===== src/rtl/fetch_unit.sv =====
// Instruction fetch stage: owns the PC, issues fixed-latency imem reads and queues returned words for decode.
// Optional build macro FETCH_PERF_CNT_EN adds saturating perf counters (pushes, stalled-valid cycles, flushes).
module fetch_unit #(
  parameter int unsigned IQ_DEPTH = 4,
  parameter logic [15:0] RESET_PC = 16'h0000
) (
  input  logic        clk,
  input  logic        reset,
  input  logic        stall,
  input  logic        is_branch_taken,
  input  logic [15:0] branch_target,
  output logic        imem_req,
  output logic [15:0] imem_addr,
  input  logic [15:0] imem_rdata,
  input  logic        imem_valid,
  output logic [15:0] instr,
  output logic [15:0] instr_pc,
`ifdef FETCH_PERF_CNT_EN
  output logic        instr_valid,
  output logic [15:0] perf_fetched,
  output logic [15:0] perf_stall_cycles,
  output logic [15:0] perf_flushes
`else
  output logic        instr_valid
`endif
);

  localparam int unsigned PTR_W = $clog2(IQ_DEPTH);
  localparam int unsigned CNT_W = PTR_W + 1;
  localparam logic [CNT_W-1:0] DEPTH_C  = CNT_W'(IQ_DEPTH);
  localparam logic [PTR_W-1:0] PTR_ONE  = PTR_W'(1'b1);
  localparam logic [CNT_W-1:0] CNT_ONE  = CNT_W'(1'b1);
  localparam logic [PTR_W-1:0] PTR_ZERO = {PTR_W{1'b0}};
  localparam logic [CNT_W-1:0] CNT_ZERO = {CNT_W{1'b0}};

  logic [15:0]      pc_r;
  logic             epoch_r;
  logic             inflight_r;
  logic [15:0]      inflight_pc_r;
  logic             inflight_epoch_r;
  logic [PTR_W-1:0] head_r;
  logic [PTR_W-1:0] tail_r;
  logic [CNT_W-1:0] count_r;
  logic [15:0]      q_instr_r [IQ_DEPTH];
  logic [15:0]      q_pc_r    [IQ_DEPTH];

  logic [CNT_W-1:0] credit_s;
  logic             push_s;
  logic             pop_s;
  logic             head_valid_s;

  // Request credit: queued entries plus the outstanding read must leave room for the response.
  always_comb begin
    credit_s = count_r + CNT_W'(inflight_r);
    if (!reset) begin
      imem_req = 1'b0;
    end else if (is_branch_taken) begin
      imem_req = 1'b0;
    end else if (credit_s < DEPTH_C) begin
      imem_req = 1'b1;
    end else begin
      imem_req = 1'b0;
    end
  end

  assign imem_addr = pc_r;

  // Accept a response only if it belongs to the current epoch's outstanding request; pop on an unstalled head.
  always_comb begin
    head_valid_s = (count_r != CNT_ZERO);
    push_s       = imem_valid && inflight_r && (inflight_epoch_r == epoch_r);
    if (head_valid_s && !stall) begin
      pop_s = 1'b1;
    end else begin
      pop_s = 1'b0;
    end
  end

  // Head presentation: an empty queue shows a NOP tagged with PC zero.
  always_comb begin
    instr       = 16'h0000;
    instr_pc    = 16'h0000;
    instr_valid = 1'b0;
    if (head_valid_s) begin
      instr       = q_instr_r[head_r];
      instr_pc    = q_pc_r[head_r];
      instr_valid = 1'b1;
    end else begin
      instr       = 16'h0000;
      instr_pc    = 16'h0000;
      instr_valid = 1'b0;
    end
  end

  // PC, in-flight tracking, epoch and queue pointers; a redirect flushes and retargets.
  always_ff @(posedge clk or negedge reset) begin
    if (!reset) begin
      pc_r             <= RESET_PC;
      epoch_r          <= 1'b0;
      inflight_r       <= 1'b0;
      inflight_pc_r    <= 16'h0000;
      inflight_epoch_r <= 1'b0;
      head_r           <= PTR_ZERO;
      tail_r           <= PTR_ZERO;
      count_r          <= CNT_ZERO;
    end else if (is_branch_taken) begin
      // The toggled epoch fences off any response belonging to the old path.
      pc_r       <= branch_target;
      epoch_r    <= ~epoch_r;
      inflight_r <= 1'b0;
      head_r     <= PTR_ZERO;
      tail_r     <= PTR_ZERO;
      count_r    <= CNT_ZERO;
    end else begin
      if (imem_req) begin
        pc_r             <= pc_r + 16'd1;
        inflight_r       <= 1'b1;
        inflight_pc_r    <= pc_r;
        inflight_epoch_r <= epoch_r;
      end else if (imem_valid) begin
        inflight_r <= 1'b0;
      end else begin
        inflight_r <= inflight_r;
      end
      if (push_s) begin
        tail_r <= tail_r + PTR_ONE;
      end
      if (pop_s) begin
        head_r <= head_r + PTR_ONE;
      end
      case ({push_s, pop_s})
        2'b10:   count_r <= count_r + CNT_ONE;
        2'b01:   count_r <= count_r - CNT_ONE;
        default: count_r <= count_r;
      endcase
    end
  end

  // Queue storage written at the tail with the returned word and its request PC.
  always_ff @(posedge clk or negedge reset) begin
    if (!reset) begin
      for (int i = 0; i < int'(IQ_DEPTH); i++) begin
        q_instr_r[i] <= 16'h0000;
        q_pc_r[i]    <= 16'h0000;
      end
    end else if (push_s && !is_branch_taken) begin
      q_instr_r[tail_r] <= imem_rdata;
      q_pc_r[tail_r]    <= inflight_pc_r;
    end
  end

`ifdef FETCH_PERF_CNT_EN
  logic [15:0] perf_fetched_r;
  logic [15:0] perf_stall_cycles_r;
  logic [15:0] perf_flushes_r;

  // Saturating event counters; pushes discarded by a same-cycle flush are not counted.
  always_ff @(posedge clk or negedge reset) begin
    if (!reset) begin
      perf_fetched_r      <= 16'h0000;
      perf_stall_cycles_r <= 16'h0000;
      perf_flushes_r      <= 16'h0000;
    end else begin
      if (push_s && !is_branch_taken && (perf_fetched_r != 16'hFFFF)) begin
        perf_fetched_r <= perf_fetched_r + 16'd1;
      end
      if (stall && head_valid_s && (perf_stall_cycles_r != 16'hFFFF)) begin
        perf_stall_cycles_r <= perf_stall_cycles_r + 16'd1;
      end
      if (is_branch_taken && (perf_flushes_r != 16'hFFFF)) begin
        perf_flushes_r <= perf_flushes_r + 16'd1;
      end
    end
  end

  assign perf_fetched      = perf_fetched_r;
  assign perf_stall_cycles = perf_stall_cycles_r;
  assign perf_flushes      = perf_flushes_r;
`endif

endmodule


===== config.mk =====
export PLATFORM = sky130hd
export DESIGN_NAME = fetch_unit
export DESIGN_NICKNAME = d
export VERILOG_FILES = /design/src/rtl/fetch_unit.sv
export SDC_FILE = /design/constraint.sdc
export NUM_CORES = 1
export LEC_CHECK = 0
export ABC_AREA = 0
export BUFFER_PORTS_ARGS = -buffer_cell sky130_fd_sc_hd__buf_2
export CAP_MARGIN = 20
export CORE_MARGIN = 5
export CORE_UTILIZATION = 59
export DETAILED_ROUTE_END_ITERATION = 10
export GPL_TIMING_DRIVEN = 0
export PLACE_DENSITY = 0.8
export SLEW_MARGIN = 10
export SYNTH_ARGS = -nofsm -noshare
export SYNTH_HDL_FRONTEND = slang
export SYNTH_SLANG_ARGS = --single-unit

===== constraint.sdc =====
create_clock -name clk -period 2.7 [get_ports clk]
set_clock_uncertainty 0.05 [all_clocks]
set_input_delay 0.27 -clock clk [delete_from_list [all_inputs] [get_ports clk]]
set_output_delay 0.27 -clock clk [all_outputs]
set_load 0.05 [all_outputs]

==> results.py, run 1 <==
metrics = {
    "global_route": {
        "grt_pass1_vias": 5614,
        "grt-ovfl-total": 0,
        "grt_max_degree": 60,
        "grt_pass1_wl_um": 29500,
        "grt_antenna_before_repair": 1,
        "grt_use_total_pct": 23.6,
    },
    "job": {
        "drv_cap": 0,
    },
    "clock_tree": {
        "cts_made_buffers": 17,
        "cts_setup_buffers": 0,
        "cts_tree": "done",
        "clock-sinks": 170,
        "clk_pin_slew_worst_paths_ns": 0.06,
        "cts_buffer_depth": 2,
        "cts-root-buf": "clkbuf_16",
        "htree_levels": 4,
        "insertion_delay_ns": 0.42,
    },
    "timing": {
        "tightest_slew_ns": 0.570,
        "max_freq_ghz": 0.395,
        "rsz0062_at_grt": "no",
        "slew_headroom_pct": 61.7,
        "drv_slew": 0,
        "final_hold_viol_count": 0,
        "min_period_over_period_pct": 93.7,
        "setup_viol": 0,
        "finalCriticalPeriod_ns": 2.53,
        "finalWorstSetupSlack_ns": 0.169,
    },
    "critical_path": {
        "max_stage_delay_ns": 0.41,
        "cp_num_buf_inv": 3,
        "crit_family": "buffers and inverters",
        "end_kind": "output port",
        "worstPathCellList": "clkbuf_1 > clkbuf_2 > mux4_2 > and2_1 > buf_2",
        "crit_start": "head_r[1]",
        "arrival_ns": 2.21,
        "cp_slowest_cell": "clkbuf_2",
        "crit_required_ns": 2.38,
        "critPathKind": "reg -> out",
        "ff2ff_path_depth": 6,
        "r2r_start": "epoch_r",
        "r2r_end": "q_instr_r[36]",
        "cp_max_fo": 10,
        "r2r_setup_slack_ns": 0.37,
        "critPathLaunchType": "flop",
        "worstSetupEndpoint": "instr[13]",
        "cp.depth": 5,
    },
    "detailed_routing": {
        "avgViaCountPerCell": 6.00,
        "drc_errors": 0,
        "avgRoutedWirePerCell_um": 20.5,
        "wirelength_um": 17700,
        "drt_iter0_drc": 391,
        "ant_nets": 0,
        "drtPass1Iterations": 5,
        "detailroute.via_count": 5172,
    },
    "finish": {
        "final_common_cell": "dfrtp_1",
        "diodes": 0,
        "drive_above_1_share_pct": 47.1,
        "nNetsFinal": 719,
        "syn_to_final_growth_pct": 17.9,
        "most-common-layout-cells": "169 x dfrtp_1, 142 x mux2_2, 98 x buf_2",
    },
    "pwr": {
        "clkPwrFrac_pct": 25.8,
        "peakVddDrop_mv": 0.456,
        "finalPower_mw": 8.80,
        "p_sw_mw": 3.16,
        "p_int_mw": 5.63,
        "p_per_area_nw_per_um2": 943,
        "p_sw_share_pct": 36.0,
        "combPwrFrac_pct": 33.8,
        "p_leak_nw": 4.42,
        "power_frac_seq_pct": 40.4,
    },
    "floorplan": {
        "die-area_um2": 15800,
        "die_h_um": 126,
        "num_rows": 42,
        "initial_core_util_pct": 60.0,
        "die_w_um": 126,
        "core_um2": 13200,
        "io_pins": 87,
    },
    "yosys": {
        "ys_warn_count": 0,
        "syn-cell-area_um2": 7910,
        "yosysUniqueCellTypes": 45,
        "ys_seq_elements": 170,
        "syn_nets": 604,
        "seq_area_frac_synth_pct": 53.8,
        "ys_async_sr_fraction_pct": 100,
        "syn_area_per_cell_um2": 14.1,
        "ys.flop_type": "dfrtp_1",
        "postSynthCellCount": 561,
        "synth_edf_count": 0,
    },
    "place": {
        "place_hpwl_um": 11500,
        "gp_congestion": 0.911,
        "dp_slack_ns": -0.0714,
        "port_buffers": 86,
    },
    "min_path": {
        "hold_path_class": "in -> reg",
    },
    "outcome": {
        "status": "finished, final reports clean",
    },
}
-- what timing repair did --
item,in CTS,in global routing
gates cloned,1,0
hold buffers,9,0
pin swaps,0,0
endpoints found under the setup margin,30,1
hold endpoints to repair,63,0
resized for setup,8,1
-- cell type report --
cell class | count | area, um2
timing repair buffer | 97 | 643
clock buffer | 18 | 429
inverter | 11 | 41.3
fill | 894 | 3860
sequential | 170 | 4260
clock inverter | 11 | 108
multi-input combinational | 346 | 3470
tap | 176 | 220
buffer | 33 | 164
-- worst register-to-register path: stages, from the launching register on --
cell and delay [ns]:
dfrtp_1 0.41, xor2_1 0.22, nor3_1 0.31, and2_1 0.18
clkbuf_1 0.27, buf_2 0.38, mux2_2 0.39
-- sequential cells by signal, indices dropped and copies added (netlist names) --
signal	cells
q_instr_r	64
q_pc_r	64
imem_addr	16
inflight_pc_r	16
count_r	3
head_r	2
tail_r	2
epoch_r	1
inflight_epoch_r	1
inflight_r	1
-- metal layers --
metal	track usage, %	share of wire (%)	wire length [um]	vias to the layer above
met3	5.50	5.5	978	28
met2	39.2	50	8850	183
li1	-	-	-	2295
met4	7.00	1.7	303	0
met1	31.3	43	7530	2666
met5	0	0	0	-
-- cell usage after synthesis (2+ instances only) --
| master | instances | area share (%) |
|---|---|---|
| a211oi_1 | 2 | 0.19 |
| a21oi_1 | 5 | 0.32 |
| a31oi_1 | 7 | 0.55 |
| and2_1 | 37 | 2.9 |
| and3_1 | 2 | 0.16 |
| buf_2 | 16 | 1.0 |
| clkbuf_1 | 16 | 0.76 |
| dfrtp_1 | 170 | 54 |
| ha_1 | 5 | 0.79 |
| inv_1 | 11 | 0.52 |
| mux2_1 | 7 | 1.0 |
| mux2_2 | 142 | 20 |
| mux2i_1 | 3 | 0.38 |
| mux4_2 | 32 | 9.1 |
| nand2_1 | 15 | 0.71 |
| nand3_1 | 10 | 0.63 |
| nand4_1 | 5 | 0.40 |
| nor2_1 | 14 | 0.66 |
| nor2b_1 | 3 | 0.24 |
| nor3_1 | 6 | 0.38 |
| nor4_1 | 3 | 0.24 |
| o211ai_1 | 2 | 0.19 |
| o21ai_0 | 8 | 0.51 |
| o311ai_0 | 4 | 0.44 |
| o31ai_1 | 4 | 0.38 |
| or2_2 | 2 | 0.16 |
| or3_1 | 3 | 0.24 |
| or4_1 | 6 | 0.57 |
| xnor2_1 | 4 | 0.44 |
| xor2_1 | 2 | 0.22 |
-- kinds of logic after synthesis --
kind of cell / count (synthesis) / synth area share, %
buf+inv: 45 / 2.50
flops: 170 / 53.8
compound gates: 37 / 3.13
xor+xnor: 6 / 0.664
fa+ha+maj: 6 / 1.04
mux: 184 / 30.7
simple gates: 113 / 8.18
-- through the flow --
step	std cells	area (um2)	utilization, %	setup TNS (ns)	hold WS, ns
floorplan	561	7910	-	0	-0.0756
global placement	823	8560	64.9	-238.17	0.411
detailed placement	824	8600	65.2	-0.0714	0.187
CTS	862	9320	70.7	0	0.0229
global route	862	9330	70.7	0	0.0373
finish	862	9330	70.7	0	0.0303
-- power groups by stage --
stage          Clock (mW)  Sequential, mW  Combinational [mW]
5_1_grt              2.42            3.61                3.19
2_1_floorplan           0            3.47                2.21
3_3_place_gp            0            3.47                2.87
3_5_place_dp            0            3.54                2.95
4_1_cts              2.29            3.54                3.00
6_report             2.27            3.55                2.97
-- worst min path at each step --
stage	from	to	slack [ns]	cells past startpoint
6_report	branch_target[6]	imem_addr[6]	0.03	3
3_5_place_dp	reset	q_instr_r[50]	0.19	1
4_1_cts	branch_target[6]	imem_addr[6]	0.02	3
2_1_floorplan	reset	count_r[0]	-0.08	0
3_3_place_gp	q_pc_r[24]	q_pc_r[24]	0.41	1
5_1_grt	branch_target[6]	imem_addr[6]	0.04	3
No activity file was read; power rests on OpenSTA's default activity.
==> run 2: changes to the inputs <==
--- a/config.mk
+++ b/config.mk
@@ -11,7 +11,7 @@
 export CORE_MARGIN = 5
 export CORE_UTILIZATION = 59
 export DETAILED_ROUTE_END_ITERATION = 10
-export GPL_TIMING_DRIVEN = 0
+export GPL_TIMING_DRIVEN = 1
 export PLACE_DENSITY = 0.8
 export SLEW_MARGIN = 10
 export SYNTH_ARGS = -nofsm -noshare
==> results.py, run 2 (same netlist as run 1, synthesis figures left out) <==
metrics = {
    "outcome": {
        "status": "finished, final reports clean",
    },
    "job": {
        "drv_cap": 0,
    },
    "clock_tree": {
        "cts_buffer_depth": 2,
        "insertion_delay_ns": 0.43,
        "clock-sinks": 170,
        "cts_made_buffers": 17,
        "cts_setup_buffers": 0,
        "clk_pin_slew_worst_paths_ns": 0.06,
        "cts_tree": "done",
        "cts-root-buf": "clkbuf_16",
        "htree_levels": 4,
    },
    "critical_path": {
        "cp_max_fo": 16,
        "critPathKind": "reg -> out",
        "arrival_ns": 2.24,
        "cp_slowest_cell": "dfrtp_4",
        "worstPathCellList": "buf_4 > mux4_2 > and2_1 > buf_2",
        "end_kind": "output port",
        "crit_required_ns": 2.38,
        "max_stage_delay_ns": 0.62,
        "critPathLaunchType": "flop",
    },
    "detailed_routing": {
        "drtPass1Iterations": 4,
        "drc_errors": 0,
        "avgRoutedWirePerCell_um": 20.0,
        "ant_nets": 0,
        "avgViaCountPerCell": 6.01,
        "detailroute.via_count": 5059,
        "drt_iter0_drc": 321,
        "wirelength_um": 16900,
    },
    "timing": {
        "max_freq_ghz": 0.391,
        "rsz0062_at_grt": "no",
        "min_period_over_period_pct": 94.6,
        "tightest_slew_ns": 1.09,
        "finalCriticalPeriod_ns": 2.56,
        "fin_setup_tns_ns": 0,
        "final_hold_viol_count": 0,
        "slew_headroom_pct": 25.4,
        "hold_ws_ns": 0.0153,
        "drv_slew": 0,
        "setup_viol": 0,
    },
    "pwr": {
        "finalPower_mw": 8.98,
        "p_leak_nw": 4.34,
        "peakVddDrop_mv": 0.563,
        "p_per_area_nw_per_um2": 975,
    },
    "global_route": {
        "grt_pass1_vias": 5478,
        "grt_antenna_before_repair": 0,
        "grt-ovfl-total": 0,
        "grt_pass1_wl_um": 28400,
        "grt_max_degree": 70,
        "grt_use_total_pct": 22.6,
    },
    "place": {
        "post-place-cells": 808,
        "port_buffers": 86,
        "gp_congestion": 0.856,
        "place_hpwl_um": 11200,
    },
    "min_path": {
        "hold_path_class": "in -> reg",
    },
    "floorplan": {
        "die_h_um": 126,
        "initial_core_util_pct": 60.0,
        "die_w_um": 126,
        "core_um2": 13200,
        "die-area_um2": 15800,
        "num_rows": 42,
        "io_pins": 87,
    },
    "finish": {
        "multi_input_area_um2": 3460,
        "final_common_cell": "dfrtp_1",
        "diodes": 0,
        "fin_cells": 842,
        "nFillCells": 915,
        "syn_to_final_growth_pct": 16.5,
        "utilization_pct": 69.9,
        "nNetsFinal": 697,
        "ff_latch_area_um2": 4260,
        "most-common-layout-cells": "169 x dfrtp_1, 142 x mux2_2, 85 x buf_2",
        "largestRegisters": "q_instr_r x64, q_pc_r x64",
        "drive_above_1_share_pct": 47.3,
    },
}
-- run 2: cell types whose count changed in the layout (fill, tap and decap cells not counted), sizes merged --
| cell | previous run | this run |
|---|---|---|
| dlygate4sd3 | 6 | 3 |
| clkbuf | 33 | 25 |
| dlygate4sd1 | 1 | 0 |
| buf | 107 | 105 |
| clkinvlp | 1 | 2 |
| bufinv | 2 | 3 |
| clkinv | 8 | 1 |
| bufbuf | 1 | 0 |
-- run 2: worst max-delay path, delay by kind of cell, from the launching register on --
kind,cells,cell delay (ns)
flops,1,0.62
buf+inv,2,0.49
simple gates,1,0.16
mux,1,0.53
-- run 2: per-stage QoR --
stage	cell area (um2)	worst slack (ns)
after floorplan	7910	0.533
after global placement	8570	0.454
after detailed placement	8570	0.401
after CTS	9220	0.105
after global routing	9220	0.0287
final	9220	0.145
-- run 2: final cells by class --
type / instances / share of cell area [%]
sequential: 170 / 46.2
multi-input combinational: 346 / 37.5
timing repair buffer: 108 / 6.75
clock buffer: 25 / 5.49
tap: 176 / 2.39
clock inverter: 6 / 1.19
inverter: 11 / 0.448
-- run 2: routing by layer --
layer	part of all wire (%)	vias to the layer above	GRT usage [%]
li1	-	2240	-
met1	42	2602	30.0
met2	50	178	37.1
met3	5.5	39	4.83
met4	2.3	0	8.83
met5	0	-	0
-- run 2: power breakdown --
part	switching, mW	internal (mW)
registers	0.480	3.08
clock network	0.947	1.57
logic	1.70	1.20
total	3.12	5.86
-- run 2: timing repair --
action,in CTS,in global routing
hold buffers,3,0
hold endpoints to repair,43,0
setup endpoints to repair,2,0
gates resized for setup,1,0
-- run 2: path summary, 6_finish.rpt --
| check | to | startpoint | slack [ns] | depth (start not counted) |
|---|---|---|---|---|
| worst max-delay path | instr[10] | head_r[0] | 0.14 | 4 |
| worst min-delay path | imem_addr[3] | branch_target[3] | 0.02 | 3 |
| worst max register to register | count_r[2] | count_r[0] | 0.31 | 6 |
| worst min register to register | q_pc_r[26] | q_pc_r[26] | 0.44 | 1 |
| max in group asynchronous | q_instr_r[6] | reset | 0.97 | 4 |
| min in group asynchronous | imem_addr[3] | reset | 0.17 | 2 |
